$ cat config.mk
export PLATFORM = sky130hd
export DESIGN_NAME = hamming_decode_s
export DESIGN_NICKNAME = d
export VERILOG_FILES = /design/src/rtl/hamming_decode_s_pkg.sv /design/src/rtl/hamming_decode_s_syn.sv /design/src/rtl/hamming_decode_s.sv
export SDC_FILE = /design/constraint.sdc
export NUM_CORES = 1
export LEC_CHECK = 0
export CORE_UTILIZATION = 40
export CTS_BUF_LIST = sky130_fd_sc_hd__clkbuf_8
export DETAILED_ROUTE_END_ITERATION = 10
export GPL_TIMING_DRIVEN = 1
export REMOVE_ABC_BUFFERS = 1
export SYNTH_ARGS = -nofsm -noshare
export SYNTH_HDL_FRONTEND = slang
export SYNTH_SLANG_ARGS = --single-unit
$ cat constraint.sdc
create_clock -name clk -period 3.2 [get_ports clk]
set_clock_uncertainty 0.2 [all_clocks]
set_input_delay 0.8 -clock clk [delete_from_list [all_inputs] [get_ports clk]]
set_output_delay 0.8 -clock clk [all_outputs]
set_load 0.02 [all_outputs]
$ cat src/rtl/hamming_decode_s_pkg.sv
// rtl/hamming_decode_s_pkg.sv - shared Hamming(7,4) widths and positional indices
package hamming_decode_s_pkg;

  localparam int CW_BITS   = 7;
  localparam int DATA_BITS = 4;
  localparam int SYN_BITS  = 3;

  // Codeword positions, 1-based, in transmission order p1,p2,d1,p4,d2,d3,d4
  localparam int P1 = 1;
  localparam int P2 = 2;
  localparam int D1 = 3;
  localparam int P4 = 4;
  localparam int D2 = 5;
  localparam int D3 = 6;
  localparam int D4 = 7;

endpackage

$ cat src/rtl/hamming_decode_s_syn.sv
// rtl/hamming_decode_s_syn.sv - combinational Hamming(7,4) syndrome and single-bit correction
module hamming74_syn
  import hamming_decode_s_pkg::*;
#(
  parameter int ERR_CORRECT = 1
) (
  input  logic [CW_BITS:1]     cw_i,
  output logic [SYN_BITS-1:0]  syn_o,
  output logic [DATA_BITS-1:0] data_o
);

  logic [CW_BITS:1] fixed;

  // Syndrome {s4,s2,s1} names the failing position; optionally flip that bit before extracting data
  always_comb begin
    syn_o[0] = cw_i[1] ^ cw_i[3] ^ cw_i[5] ^ cw_i[7];
    syn_o[1] = cw_i[2] ^ cw_i[3] ^ cw_i[6] ^ cw_i[7];
    syn_o[2] = cw_i[4] ^ cw_i[5] ^ cw_i[6] ^ cw_i[7];
    fixed    = cw_i;
    for (int i = 1; i <= CW_BITS; i++) begin
      if ((ERR_CORRECT != 0) && (syn_o == i[SYN_BITS-1:0])) begin
        fixed[i] = ~cw_i[i];
      end
    end
    data_o = {fixed[D1], fixed[D2], fixed[D3], fixed[D4]};
  end

endmodule

$ cat src/rtl/hamming_decode_s.sv
// rtl/hamming_decode_s.sv - serial Hamming(7,4) decoder/corrector with saturating error count
module hamming_decode_s
  import hamming_decode_s_pkg::*;
#(
  parameter int ERR_CORRECT = 1,
  parameter int CNT_W       = 8
) (
  input  logic                 clk,
  input  logic                 rst,
  input  logic                 d_in,
  input  logic                 strobe_in,
  output logic [DATA_BITS-1:0] data_out,
  output logic [SYN_BITS-1:0]  syndrome,
  output logic                 err_flag,
  output logic                 valid_out,
  output logic [CNT_W-1:0]     err_count
);

  logic [2:0]           bit_cnt_q, bit_cnt_d;
  logic [CW_BITS-2:0]   sh_q, sh_d;        // positions 1..6; position 7 comes straight from d_in
  logic [DATA_BITS-1:0] data_q, data_d;
  logic [SYN_BITS-1:0]  syn_q, syn_d;
  logic                 err_q, err_d;
  logic                 valid_q, valid_d;
  logic [CNT_W-1:0]     cnt_q, cnt_d;

  logic [CW_BITS:1]     full_cw;
  logic [SYN_BITS-1:0]  syn_w;
  logic [DATA_BITS-1:0] dec_w;

  // The 7th bit is decoded on the edge it arrives, so it bypasses the capture register
  assign full_cw = {d_in, sh_q};

  hamming74_syn #(.ERR_CORRECT(ERR_CORRECT)) u_syn (
    .cw_i   (full_cw),
    .syn_o  (syn_w),
    .data_o (dec_w)
  );

  // Next-state: capture accepted bits, and on frame end load outputs and bump the error count
  always_comb begin
    bit_cnt_d = bit_cnt_q;
    sh_d      = sh_q;
    data_d    = data_q;
    syn_d     = syn_q;
    err_d     = err_q;
    valid_d   = 1'b0;
    cnt_d     = cnt_q;
    if (strobe_in) begin
      if (bit_cnt_q == 3'd6) begin
        bit_cnt_d = 3'd0;
        data_d    = dec_w;
        syn_d     = syn_w;
        err_d     = (syn_w != '0);
        valid_d   = 1'b1;
        if ((syn_w != '0) && (cnt_q != '1)) begin
          cnt_d = cnt_q + {{(CNT_W-1){1'b0}}, 1'b1};
        end
      end else begin
        bit_cnt_d = bit_cnt_q + 3'd1;
        for (int i = 0; i < CW_BITS - 1; i++) begin
          if (bit_cnt_q == i[2:0]) sh_d[i] = d_in;
        end
      end
    end
  end

  // State registers; reset discards any partial frame
  always_ff @(posedge clk or posedge rst) begin
    if (rst) begin
      bit_cnt_q <= '0;
      sh_q      <= '0;
      data_q    <= '0;
      syn_q     <= '0;
      err_q     <= 1'b0;
      valid_q   <= 1'b0;
      cnt_q     <= '0;
    end else begin
      bit_cnt_q <= bit_cnt_d;
      sh_q      <= sh_d;
      data_q    <= data_d;
      syn_q     <= syn_d;
      err_q     <= err_d;
      valid_q   <= valid_d;
      cnt_q     <= cnt_d;
    end
  end

  assign data_out  = data_q;
  assign syndrome  = syn_q;
  assign err_flag  = err_q;
  assign valid_out = valid_q;
  assign err_count = cnt_q;

endmodule

# --- Word level (Yosys, flattened, before mapping) ---
# Index checks and enable logic that the tools add are counted.
word_totals:
  output_inout_bits: 17
  reg_bits: 26
  latch_bits: 0
  n_memories: 0
  ram_bits: 0
  rom_bits: 0
op_classes:
  bitwise_logic: 14
  shift: 0
  n_addsub: 2
  magnitude_cmp: 0
  n_reduce_logical: 11
  eq_ne: 11
  n_mul: 0
  div_mod_pow: 0
  muxes: 7
ops:
  columns: ["operator", "count"]
  rows:
  - ["$reduce_and 3->1", 7]
  - ["$eq 3x3->1 const B", 6]
  - ["$eq 3x2->1 const B", 3]
  - ["$xor 1x1->1", 9]
  - ["$add 8x1->8 const B", 1]
  - ["$ne 8x8->1 const B", 1]
  - ["$mux 1", 6]
  - ["$not 1->1", 5]
  - ["$add 3x1->3 const B", 1]
  - ["$eq 3x1->1 const B", 1]
  - ["$logic_not 3->1", 1]
  - ["$mux 3", 1]
  - ["$reduce_bool 3->1", 1]
  - ["$reduce_and 2->1", 1]
  - ["$logic_and 1x1->1", 1]

# --- Longest topological paths before layout ---
logic_depth:
  word_depth: 6
  ltp_mapped: 7
  ltp_nobuf: 6

# --- Hierarchy ---
# Synthesis repeated with hierarchy kept, for this count alone.
hier_totals:
  cells_unflattened: 136
  area_unflattened_um2: 1401.3
by_module_without_submodules:
  columns: ["mod", "cells_each", "area_per_inst_um2", "instances"]
  rows:
  - ["hamming_decode_s", 102, 1152.4, 1]
  - ["hamming74_syn", 34, 249.0, 1]

# --- Worst setup path before layout ---
# Ideal clock, no wire load.
synth_path:
  path_type: "input-to-reg"
  start: "in d_in"
  end: "reg cnt_q[6] (netlist: err_count[6])"
  path_stages: 6
  arrival_ps: 2027
  path_slack_ps: 848
  cell_sequence: "buf_4 xnor2_2 a211o_1 o211ai_4 nand4_2 mux2_4"
synth_between:
  elab_chain_cells: 4
  word_cells_on_any_way: 6
synth_rtl:
  columns: ["item", "line_no", "rtl"]
  rows:
  - ["from (decl)", "hamming_decode_s.sv:10", "input logic d_in,"]
  - ["$xor 1x1->1 (on tied branches)", "hamming_decode_s_syn.sv:16, hamming_decode_s_syn.sv:17, hamming_decode_s_syn.sv:18", null]
  - ["$reduce_bool 3->1 (*)", "hamming_decode_s.sv:56", "if ((syn_w != '0) && (cnt_q != '1)) begin"]
  - ["$logic_and 1x1->1 (*)", "hamming_decode_s.sv:56", null]
  - ["$reduce_and 3->1 (no line) (*)", null, null]
  - ["to (signal assigned)", "hamming_decode_s.sv:85", "cnt_q <= cnt_d;"]
  - ["to (decl)", "hamming_decode_s.sv:25", "logic [CNT_W-1:0] cnt_q, cnt_d;"]
# Every way passes the cells marked *; elsewhere a longest branch is shown, timed or not.
# A chain may end at the register's enable or synchronous reset.

# --- Worst setup path after layout ---
# Same ends and word-level chain as after synthesis.

==> reports/results.tsv <==
metric	value	unit
Detail Route Antenna Nets	0	
CTS root buffer	clkbuf_8	
Synth Flop Type	dfrtp_1	
H-tree depth	1	
Cell variety after synth	39	
Leak	0.737	nW
Max VDD drop	0.442	mV
pwr/cell area	978	mW/mm^2
gpl congestion	0.719	
total clock sinks	26	
Crit Path Max Fanout	9	
Non-Filler Instances	183	
post-synthesis async set-or-reset flop share	100	%
Final Max Tran Viols	0	
layout cells sized above 1	18.0	%
Rel. slew slack	69.5	%
complex-gate fraction of the synthesized area	8.69	%
switching power	0.656	mW
clock transition at the registers of the reported paths	0.09	ns
DRT Pass-1 Iters	4	
most frequent cells in the layout	dfrtp_1, clkdlybuf4s50_1, nand2_1, xnor2_1, mux2_2	
# setup viols final	0	
CORE AREA	0.00315	mm^2
Max Fclk	0.371	GHz
XOR/XNOR Fraction of Synth Area	14.2	%
n_diodes	0	
internal power	0.982	mW
r2r setup slk	1.14	ns
final clock period utilization by the worst path	84.2	%
area of the die	0.00366	mm^2
Worst Path Required	3.16	ns
Mapped Area	0.00137	mm^2
Hold Vio Cnt, Final	0	
vias in the first global route	861	
Initial Util	43.4	%
initial DRC count	19	
Total Wirelength	2.31	mm
global-route wire length before repair	3.93	mm
Nets	146	
Max-Cap Viols	0	
CP startpoint kind	primary input	
mux share of post-synthesis cell area	8.33	%
switching share of power	40.1	%
cts hold-fix bufs	0	
Synth Register Bits	26	
Flop pwr share	35.6	%
die height	60.5	um
# port buffers	20	
kind of critical path	in2reg	
GRT overflow	0	
RSZ-0062 raised after global routing	false	
Layout area overhead	22.5	%
Num CTS Buffers	3	
wire per inst	12.6	um
most common cell after layout, fill and taps aside	dfrtp_1	
measured slew at the worst slew-check pin	0.454	ns
post-cts resize count	0	
Final min period	2.70	ns
Setup TNS	0	ns
Die Wd	60.5	um
Hold Path Class	reg2reg	
Setup Fix Bufs, Post-CTS	0	
Synth Warn #	0	
Rows	20	
post-synthesis simple-gate area fraction	16.5	%
Syn Area/Cell	11.7	um^2
Vias	891	
CTS tree	yes	
Clk Latency, worst-skew pair	0.27	ns
largest family of logic cells by synthesized area	simple AND/OR/NAND/NOR gates	
number of synthesized flops with an enable pin	0	
CP endpoint kind	flip-flop	
detailed-route DRC error count	0	
worst hold margin	0.282	ns
status	finished, final reports clean	
initial antenna violation count	0	
synthesized instance count	117	
Clock power frac	12.8	%
post-DR vias/cell	4.87	
placed cells	179	
largest net degree at the start of global routing	27	
Comb pwr share	51.5	%
adder-cell area share of the yosys netlist	1.83	%
Seq/Total Area, Yosys	47.6	%
CP arrival	2.66	ns
clock buffer depth	2	
GRT Resource Usage Total	14.8	%
dpl hpwl	1.79	mm
IO Pins	21	
## metrics by stage
step | cell area (um^2) | power [mW] | utilization, % | worst slack, ns
2_1_floorplan | 1340 | 1.19 | - | 0.947
3_3_place_gp | 1620 | 1.42 | 51.4 | 0.256
3_5_place_dp | 1620 | 1.45 | 51.4 | 0.205
4_1_cts | 1680 | 1.66 | 53.1 | 0.496
5_1_grt | 1680 | 1.76 | 53.1 | 0.421
6_report | 1680 | 1.64 | 53.1 | 0.505
## synthesized netlist by cell type (all sizes together) (2+ instances only)
master,number,area [um^2]
dfrtp,26,651
xnor2,14,160
nand2,11,41.3
o21ai,9,48.8
mux2,8,93.8
and3,4,25.0
inv,4,15.0
nand3,4,20.0
nand4,4,31.3
nor3b,4,35.0
buf,3,17.5
xor2,3,33.8
a21oi,2,10.0
clkbuf,2,7.51
ha,2,25.0
mux2i,2,20.0
nor3,2,10.0
o211ai,2,28.8
## metal layers
layer	vias up	wire, um	GRT usage, %
met5	-	0	0
met4	0	15	6.82
met3	2	41	2.56
met2	10	1120	22.9
met1	429	1130	20.2
li1	450	-	-
## final timing paths
path	start	to	depth (start not counted)
setup / recovery	d_in	err_count[6]	6
hold / removal	err_flag	err_flag	1
setup reg to reg	sh_q[2]	err_count[6]	5
hold reg to reg	err_flag	err_flag	1
max in group asynchronous	rst	syndrome[1]	3
min in group asynchronous	rst	bit_cnt_q[0]	3
## worst max-delay path, cell delays in order
cell and delay, ns:
clkdlybuf4s50_1 0.70, xnor2_2 0.19, a211o_1 0.36, o211ai_4 0.14, nand4_2 0.15, mux2_4 0.31
## logic make-up (layout without fill, tap and decap cells)
logic type	Yosys count	in the layout
XOR/XNOR	17	17
flip-flops	26	26
multiplexers	10	10
buffers and inverters	9	31
AO/OA/AOI/OAI	17	17
AND/OR/NAND/NOR	36	36
adder cells (fa/ha/maj)	2	2
## area by class of cell
type | instances | area [um^2]
flip-flops and latches | 26 | 651
well taps | 44 | 55.1
clock buffers | 4 | 55.1
inverters | 4 | 15.0
multi-input cells | 82 | 677
fillers | 319 | 1480
repair buffers | 23 | 223
## power by group through the flow
stage	Combinational (mW)	Sequential [mW]	Clock [mW]
3_3_place_gp	0.834	0.584	0
2_1_floorplan	0.534	0.653	0
6_report	0.844	0.584	0.210
3_5_place_dp	0.854	0.594	0
4_1_cts	0.855	0.586	0.219
5_1_grt	0.925	0.604	0.233
## registers in the layout (all words and copies together) (netlist names)
signal / cells
bit_cnt_q: 3
data_out: 4
err_count: 8
err_flag: 1
sh_q: 6
syndrome: 3
valid_out: 1
Note: power is estimated with default switching activity, not from simulation.
